<file path="config.mk">
export PLATFORM = sky130hd
export DESIGN_NAME = dmem_arbiter
export DESIGN_NICKNAME = d
export VERILOG_FILES = /design/src/rtl/dmem_pkg.sv /design/src/rtl/dmem_rr_arb2.sv /design/src/rtl/dmem_arbiter.sv
export SDC_FILE = /design/constraint.sdc
export NUM_CORES = 1
export LEC_CHECK = 0
export ABC_AREA = 1
export BUFFER_PORTS_ARGS = -buffer_cell sky130_fd_sc_hd__buf_4
export CORE_AREA = 5 5 179 181
export DETAILED_ROUTE_END_ITERATION = 16
export DIE_AREA = 0 0 184 186
export HOLD_SLACK_MARGIN = 0.06
export PLACE_DENSITY = 0.52
export REMOVE_ABC_BUFFERS = 1
export SETUP_SLACK_MARGIN = 0.3
export SLEW_MARGIN = 20
export SYNTH_ARGS = -nofsm -noshare
export SYNTH_HDL_FRONTEND = slang
export SYNTH_HIERARCHICAL = 1
export SYNTH_SLANG_ARGS = --single-unit
</file>
<file path="constraint.sdc">
create_clock -name clk -period 1.4 [get_ports clk]
set_input_delay 0.14 -clock clk [delete_from_list [all_inputs] [get_ports clk]]
set_output_delay 0.14 -clock clk [all_outputs]
set_load 0.01 [all_outputs]
</file>
<file path="src/rtl/dmem_pkg.sv">
// dmem_pkg: shared definitions for the data-memory arbiter slice.
//   - state_t and ST_* : arbiter FSM state encoding (IDLE/ISSUE/RESP)
//   - PORT_LSU/PORT_DMA: requester port indices
//   - DEF_*            : default address width, data width and memory depth
package dmem_pkg;

  typedef logic [1:0] state_t;

  localparam state_t ST_IDLE  = 2'd0;
  localparam state_t ST_ISSUE = 2'd1;
  localparam state_t ST_RESP  = 2'd2;

  localparam int PORT_LSU = 0;
  localparam int PORT_DMA = 1;

  localparam int          DEF_ADDR_W    = 32;
  localparam int          DEF_DATA_W    = 64;
  localparam int unsigned DEF_MEM_DEPTH = 32'd33554432;

endpackage

</file>
<file path="src/rtl/dmem_rr_arb2.sv">
// dmem_rr_arb2: two-way request arbiter.
// Build option: DMEM_ARB_RR_EN
//   defined   -> round-robin; ptr selects the port that wins a tie (0 = LSU, 1 = DMA)
//   undefined -> fixed priority, port 0 always wins; ptr is ignored
// Ports:
//   req   [1:0] in  : request vector ([0]=LSU, [1]=DMA)
//   ptr         in  : tie-break pointer, owned and updated by the caller
//   grant [1:0] out : one-hot winner, all-zero when nothing requests
module dmem_rr_arb2
  import dmem_pkg::*;
(
  input  logic [1:0] req,
  input  logic       ptr,
  output logic [1:0] grant
);

`ifdef DMEM_ARB_RR_EN
  always_comb begin
    grant = 2'b00;
    if (req == 2'b11) begin
      grant = ptr ? 2'b10 : 2'b01;
    end else begin
      grant = req;
    end
  end
`else
  logic ptr_unused;
  assign ptr_unused = ptr;

  always_comb begin
    grant = 2'b00;
    if (req[PORT_LSU]) begin
      grant = 2'b01;
    end else if (req[PORT_DMA]) begin
      grant = 2'b10;
    end
  end
`endif

endmodule

</file>
<file path="src/rtl/dmem_arbiter.sv">
// dmem_arbiter: controller/arbiter for the shared data memory.
// Two requesters issue single-word reads/writes; one is granted at a time,
// the memory is driven for exactly one cycle, then a registered response
// pulse returns to the granted port. Addresses >= MEM_DEPTH are rejected
// without enabling the memory.
// Build option: DMEM_ARB_RR_EN (round-robin when defined, else fixed priority
// with port 0 winning).
//
// Handshake: a request transfers in the cycle where req_valid[n] & req_ready[n]
// are both high at the rising edge. Requesters hold valid/we/addr/wdata stable
// until that transfer and never drop valid before it. req_ready is only ever
// high in IDLE, one-hot for the winner, and never while reset is high.
//
// Ports:
//   clk, reset               : clock, synchronous active-high reset
//   req_valid/ready/we [1:0] : per-port request handshake and direction
//   req_addr  [2*ADDR_W]     : port n address at [n*ADDR_W +: ADDR_W]
//   req_wdata [2*DATA_W]     : port n write data at [n*DATA_W +: DATA_W]
//   rsp_valid [1:0]          : one-cycle response pulse to the granted port
//   rsp_err, rsp_rdata       : out-of-range flag and read data (0 for writes/errors)
//   mem_read_en/write_en     : memory enables, high only during ISSUE
//   mem_addr1/2, mem_wdata   : memory address (both ports identical) and write data
//   mem_val1                 : combinational read data from memory
//   dbg_state                : current FSM state
module dmem_arbiter
  import dmem_pkg::*;
#(
  parameter int          ADDR_W    = DEF_ADDR_W,
  parameter int          DATA_W    = DEF_DATA_W,
  parameter int unsigned MEM_DEPTH = DEF_MEM_DEPTH
) (
  input  logic                clk,
  input  logic                reset,
  input  logic [1:0]          req_valid,
  output logic [1:0]          req_ready,
  input  logic [1:0]          req_we,
  input  logic [2*ADDR_W-1:0] req_addr,
  input  logic [2*DATA_W-1:0] req_wdata,
  output logic [1:0]          rsp_valid,
  output logic                rsp_err,
  output logic [DATA_W-1:0]   rsp_rdata,
  output logic                mem_read_en,
  output logic                mem_write_en,
  output logic [ADDR_W-1:0]   mem_addr1,
  output logic [ADDR_W-1:0]   mem_addr2,
  output logic [DATA_W-1:0]   mem_wdata,
  input  logic [DATA_W-1:0]   mem_val1,
  output state_t              dbg_state
);

  // One extra bit so a depth equal to 2**ADDR_W still compares correctly.
  localparam logic [ADDR_W:0] DEPTH_EXT = (ADDR_W + 1)'(MEM_DEPTH);

  state_t              state;
  state_t              state_nxt;
  logic [1:0]          grant;
  logic                rr_ptr;
  logic [1:0]          xfer;
  logic                win_port;
  logic [ADDR_W-1:0]   win_addr;
  logic [DATA_W-1:0]   win_wdata;
  logic                win_we;
  logic                issue_act;

  logic                lat_port;
  logic                lat_we;
  logic                lat_oor;
  logic [ADDR_W-1:0]   lat_addr;
  logic [DATA_W-1:0]   lat_wdata;

  dmem_rr_arb2 u_arb (
    .req   (req_valid),
    .ptr   (rr_ptr),
    .grant (grant)
  );

  assign xfer      = req_valid & req_ready;
  assign win_port  = grant[PORT_DMA];
  assign win_addr  = win_port ? req_addr[ADDR_W +: ADDR_W] : req_addr[0 +: ADDR_W];
  assign win_wdata = win_port ? req_wdata[DATA_W +: DATA_W] : req_wdata[0 +: DATA_W];
  assign win_we    = win_port ? req_we[PORT_DMA] : req_we[PORT_LSU];
  assign dbg_state = state;

  // State register
  always_ff @(posedge clk) begin
    if (reset) begin
      state <= ST_IDLE;
    end else begin
      state <= state_nxt;
    end
  end

  // Next-state logic; in IDLE any valid request is granted, so it always transfers.
  always_comb begin
    state_nxt = state;
    case (state)
      ST_IDLE:  if (|req_valid) state_nxt = ST_ISSUE;
      ST_ISSUE: state_nxt = ST_RESP;
      ST_RESP:  state_nxt = ST_IDLE;
      default:  state_nxt = ST_IDLE;
    endcase
  end

  // Output logic. Everything memory-facing is gated by !reset so a write
  // sitting in ISSUE when reset arrives never reaches the memory.
  always_comb begin
    req_ready    = 2'b00;
    issue_act    = 1'b0;
    mem_read_en  = 1'b0;
    mem_write_en = 1'b0;
    mem_addr1    = '0;
    mem_addr2    = '0;
    mem_wdata    = '0;
    if (!reset) begin
      if (state == ST_IDLE) begin
        req_ready = grant;
      end
      if (state == ST_ISSUE) begin
        issue_act    = 1'b1;
        mem_read_en  = !lat_oor && !lat_we;
        mem_write_en = !lat_oor && lat_we;
        mem_addr1    = lat_addr;
        mem_addr2    = lat_addr;
        mem_wdata    = lat_wdata;
      end
    end
  end

  // Request latch and tie-break pointer; the pointer hands priority to the
  // port that was not just served, and only moves on a real transfer.
  always_ff @(posedge clk) begin
    if (reset) begin
      lat_port  <= 1'b0;
      lat_we    <= 1'b0;
      lat_oor   <= 1'b0;
      lat_addr  <= '0;
      lat_wdata <= '0;
      rr_ptr    <= 1'b0;
    end else if (|xfer) begin
      lat_port  <= win_port;
      lat_we    <= win_we;
      lat_oor   <= ({1'b0, win_addr} >= DEPTH_EXT);
      lat_addr  <= win_addr;
      lat_wdata <= win_wdata;
      rr_ptr    <= grant[PORT_LSU];
    end
  end

  // Response registers: loaded at the end of ISSUE (read data captured from
  // mem_val1 there), visible during RESP, cleared otherwise.
  always_ff @(posedge clk) begin
    if (reset) begin
      rsp_valid <= 2'b00;
      rsp_err   <= 1'b0;
      rsp_rdata <= '0;
    end else if (issue_act) begin
      rsp_valid <= lat_port ? 2'b10 : 2'b01;
      rsp_err   <= lat_oor;
      rsp_rdata <= (!lat_oor && !lat_we) ? mem_val1 : '0;
    end else begin
      rsp_valid <= 2'b00;
      rsp_err   <= 1'b0;
      rsp_rdata <= '0;
    end
  end

endmodule

</file>
======== Word level (Yosys, flattened, before mapping) ========
Index checks and enable logic that the tools add are counted.
storage, ports and cells
  output and inout port bits .............. 201
  logic and storage cells ................. 44
  bits in registers ....................... 168
  bits of input ports ..................... 262
cells by class
  mux-type cells .......................... 20
  reductions and logical operators ........ 9
  order comparisons ....................... 1
  equal/unequal tests ..................... 2
  bitwise operators ....................... 3
operator list
  cell                                                                     count
  64-bit two-way mux                                                       3
  32-bit two-way mux                                                       3
  32-bit by 26-bit >= comparator with 1-bit output, second input constant  1
  2-bit two-way mux                                                        6
  1-bit two-way mux                                                        7
  2-bit OR reduction                                                       3
  2-bit one-hot mux with 2 select lines                                    1
  3-bit OR reduction                                                       1
  2-bit AND                                                                1
  2-bit by 1-bit equality test with 1-bit output, second input constant    1
  1-bit logical AND                                                        2
  1-bit logical NOT                                                        2
  2-bit logical NOT                                                        1
  2-bit != test, second input constant                                     1
  1-bit inverter                                                           2

======== Longest topological paths before layout ========
  depth after elaboration ................. 6
  gate-level depth with buffers ........... 11
  mapped depth without buffers ............ 9

======== Modules after synthesis ========
The synthesis kept the hierarchy.
modules (own cells, without submodules)
  module        times used  area an instance (um^2)  cells an instance  sequential area each (um^2)
  dmem_arbiter  1           7678.6                   1212               3383.2
  dmem_rr_arb2  1           17.5                     3                  0.0

======== Least setup slack after synthesis ========
OpenSTA, ideal clock, no wires.
  path kind ............................... reg2out
  from .................................... register state[1], in the netlist dbg_state[1]
  to ...................................... output port mem_addr2[0]
  arrival ................................. 1.269 ns
  data required time ...................... 1.260 ns
  setup slack ............................. -0.009 ns
  stages on the path, launching flop included .. 7
  path buffers ............................ 3
  cell sequence ........................... dfxtp_1 nor2_1 nand2_1 clkbuf_1 buf_2 nor2_1 buf_4
on the way
  longest elaborated chain between the ends .. 3
RTL lines
  what                                            RTL line             text
  start, declared                                 dmem_arbiter.sv:54   state_t state;
  start signal, assigned                          dmem_arbiter.sv:89   state <= state_nxt;
  2-bit by 1-bit equality test with 1-bit output  dmem_arbiter.sv:118  if (state == ST_ISSUE) begin
  32-bit two-way mux (2 in series)                n/a
  end, declared                                   dmem_arbiter.sv:45   output logic [ADDR_W-1:0] mem_addr2,
No other way between the ends.

======== Final worst setup path ========
  from .................................... register state[1], in the netlist dbg_state[1]
  to ...................................... output port mem_wdata[15]
on the way
  longest elaborated chain between the ends .. 3
RTL lines
  what                                            RTL line             text
  2-bit by 1-bit equality test with 1-bit output  dmem_arbiter.sv:118
  64-bit two-way mux                              dmem_arbiter.sv:118
  64-bit two-way mux                              dmem_arbiter.sv:114  if (!reset) begin
  end, declared                                   dmem_arbiter.sv:46   output logic [DATA_W-1:0] mem_wdata,
No other way between the ends.

==> results.sh <==
export IMPL_ir_worst_vdd_mv=0.6350
export IMPL_synth_avg_cell_area_um2=6.328
export IMPL_whs_endpoint="dbg_state[0]"
export IMPL_syn_inst=1211
export IMPL_finalClockSkew_ps=8.620
export IMPL_place_area_um2=11660
export IMPL_die_y_um=186
export IMPL_cp_required_ps=1260
export IMPL_cts_root_buf="clkbuf_16"
export IMPL_status="finished, violations left"
export IMPL_antenna_found_initial=0
export IMPL_portBuffers=462
export IMPL_ant_nets=0
export IMPL_rr_startpoint="dbg_state[1]"
export IMPL_rrSetupSlack_ps=-300
export IMPL_worst_slack_ps=-453.8
export IMPL_ys_warn_count=6
export IMPL_via_per_inst=4.207
export IMPL_worstPathMaxFanout=21
export IMPL_nNetsFinal=2161
export IMPL_clockBufferDepth=2
export IMPL_setup_viol=295
export IMPL_drcViolationCount=0
export IMPL_worstSetupPathType="register to primary output"
export IMPL_h_tree_depth=4
export IMPL_cap_violations=0
export IMPL_hold_depth=4
export IMPL_gr_total_overflow=0
export IMPL_drive_above_1_share_pct=39.64
export IMPL_max_slew_margin_pct=67.85
export IMPL_tightest_slew_ps=482.3
export IMPL_grt_pass1_vias=9850
export IMPL_hold_path_class="input port to register"
export IMPL_cts_clk_slew_worst_paths_ps=70
export IMPL_min_from="req_valid[1]"
export IMPL_grt_pass1_wl_um=52550
export IMPL_post_route_util_pct=54.07
export IMPL_reg2reg_to="rsp_rdata[41]"
export IMPL_die_area_um2=34220
export IMPL_clock_latency_ps=440
export IMPL_crit_path_end_kind="primary output"
export IMPL_place_inst=2021
export IMPL_syn_area_um2=7664
export IMPL_grt_usage_pct=19.37
export IMPL_rsz0062_at_grt="yes"
export IMPL_hpwl_um=23280
export IMPL_r2r_cells=11
export IMPL_p_per_area_nw_per_um2=802.8
export IMPL_rows=64
export IMPL_num_vias=9710
export IMPL_routedWlPerCell_um=16.24
export IMPL_synthToLayoutAreaGrowth_pct=113.6
export IMPL_start_util_pct=25.32
export IMPL_startpoint_type="register"
export IMPL_cts_sinks=168
export IMPL_drt_initial_drc_count=277
export IMPL_routed_wl_um=37480
export IMPL_globalplace_congestion=0.8177
export IMPL_fmaxAchievable_mhz=539.4
export IMPL_cp_arrival_ps=1710
export IMPL_hold_violations=0
export IMPL_grt_start_max_net_pins=57
export IMPL_fin_area_um2=16370
export IMPL_fin_crit_sh_pct=132.4
export IMPL_io_pins=463
export IMPL_fin_cells=2308
export IMPL_maxSlewViolCount=0
export IMPL_fp_dieW_um=184
export IMPL_min_period_ps=1854
export IMPL_dr_pass1_iters=4
export IMPL_cts_tree="done"
export IMPL_cts_buffers=17
export IMPL_p_leak_nw=7.969
export IMPL_num_antenna_cells=0
export IMPL_core_area_um2=30270
export IMPL_violations="negative setup slack"
-- worst max path at each step --
stage | cells after the start | end | from | slack, ps
after floorplan | 7 | lat_oor | req_valid[1] | -2480
after global placement | 6 | mem_addr1[18] | dbg_state[1] | -140
after detailed placement | 8 | rsp_rdata[2] | dbg_state[1] | -130
after CTS | 6 | mem_addr1[27] | dbg_state[0] | -440
after global routing | 7 | mem_addr2[27] | dbg_state[1] | -560
final | 6 | mem_wdata[15] | dbg_state[1] | -450
-- state kept, by name, indices dropped and copies added, names as in the netlist --
name       cells
dbg_state      2
lat_addr      32
lat_oor        1
lat_port       1
lat_wdata     64
lat_we         1
rsp_err        1
rsp_rdata     64
rsp_valid      2
-- layout make-up --
cell class                 instances  area, µm²
multi-input combinational        770       3924
inverter                         170      673.1
clock buffer                      18      429.2
fill                            2768      13900
tap                              396      495.5
timing repair buffer             772       7348
sequential                       168       3364
clock inverter                    14      132.6
-- worst max-delay path, cell delays in order (launching register included) --
cell and delay [ps]:
dfxtp_2 330, buf_6 110, nor2_4 150, nand2_8 140, clkbuf_16 240, nor2_1 140
buf_4 150
-- placed cells by master, fill, tap and decap left out, types with 2 or more instances in the layout --
cell / instances
buf_4: 461
nand2_1: 294
nor2_1: 231
dlygate4sd3_1: 203
dfxtp_1: 167
inv_1: 165
nor2_4: 90
o21ai_0: 73
nor2_2: 48
buf_6: 45
clkbuf_16: 26
buf_12: 20
o21ai_1: 17
buf_16: 17
buf_8: 17
o21ai_2: 7
inv_6: 5
clkinv_4: 4
inv_8: 3
clkinv_2: 2
nand4_4: 2
nand3_1: 2
-- what timing repair did --
| item | 4_1_cts | 5_1_grt |
|---|---|---|
| hold buffers | 203 | 0 |
| buffers inserted | 21 | 8 |
| endpoints found under the hold margin | 142 | 0 |
| pin swaps | 18 | 28 |
| setup endpoints to repair | 302 | 302 |
| resized for setup | 192 | 180 |
| gates cloned | 13 | 10 |
-- through the flow --
stage	TNS (ps)	power [mW]	setup WS (ps)	hold WS, ps
global placement	-9913	7.326	-137.8	356.8
CTS	-72560	12.95	-440.2	32.33
global route	-113010	13.78	-556.8	68.42
floorplan	-546850	6.074	-2479	252.2
detailed placement	-10770	7.334	-129.5	359.3
finish	-90580	13.14	-453.8	62.77
-- routing by layer --
| layer | routed length [µm] | share of wire [%] | track usage [%] |
|---|---|---|---|
| met5 | 0 | 0 | 0 |
| met4 | 765 | 2.0 | 4.466 |
| met3 | 2712 | 7.2 | 5.609 |
| met2 | 19500 | 52 | 35.90 |
| met1 | 14500 | 39 | 21.94 |
-- where the power goes --
part           switching (mW)  internal, mW
logic                    1.52          1.84
clock network            2.25          2.36
registers               0.120          5.05
total                    3.90          9.24
No activity file was read; power rests on OpenSTA's default activity.
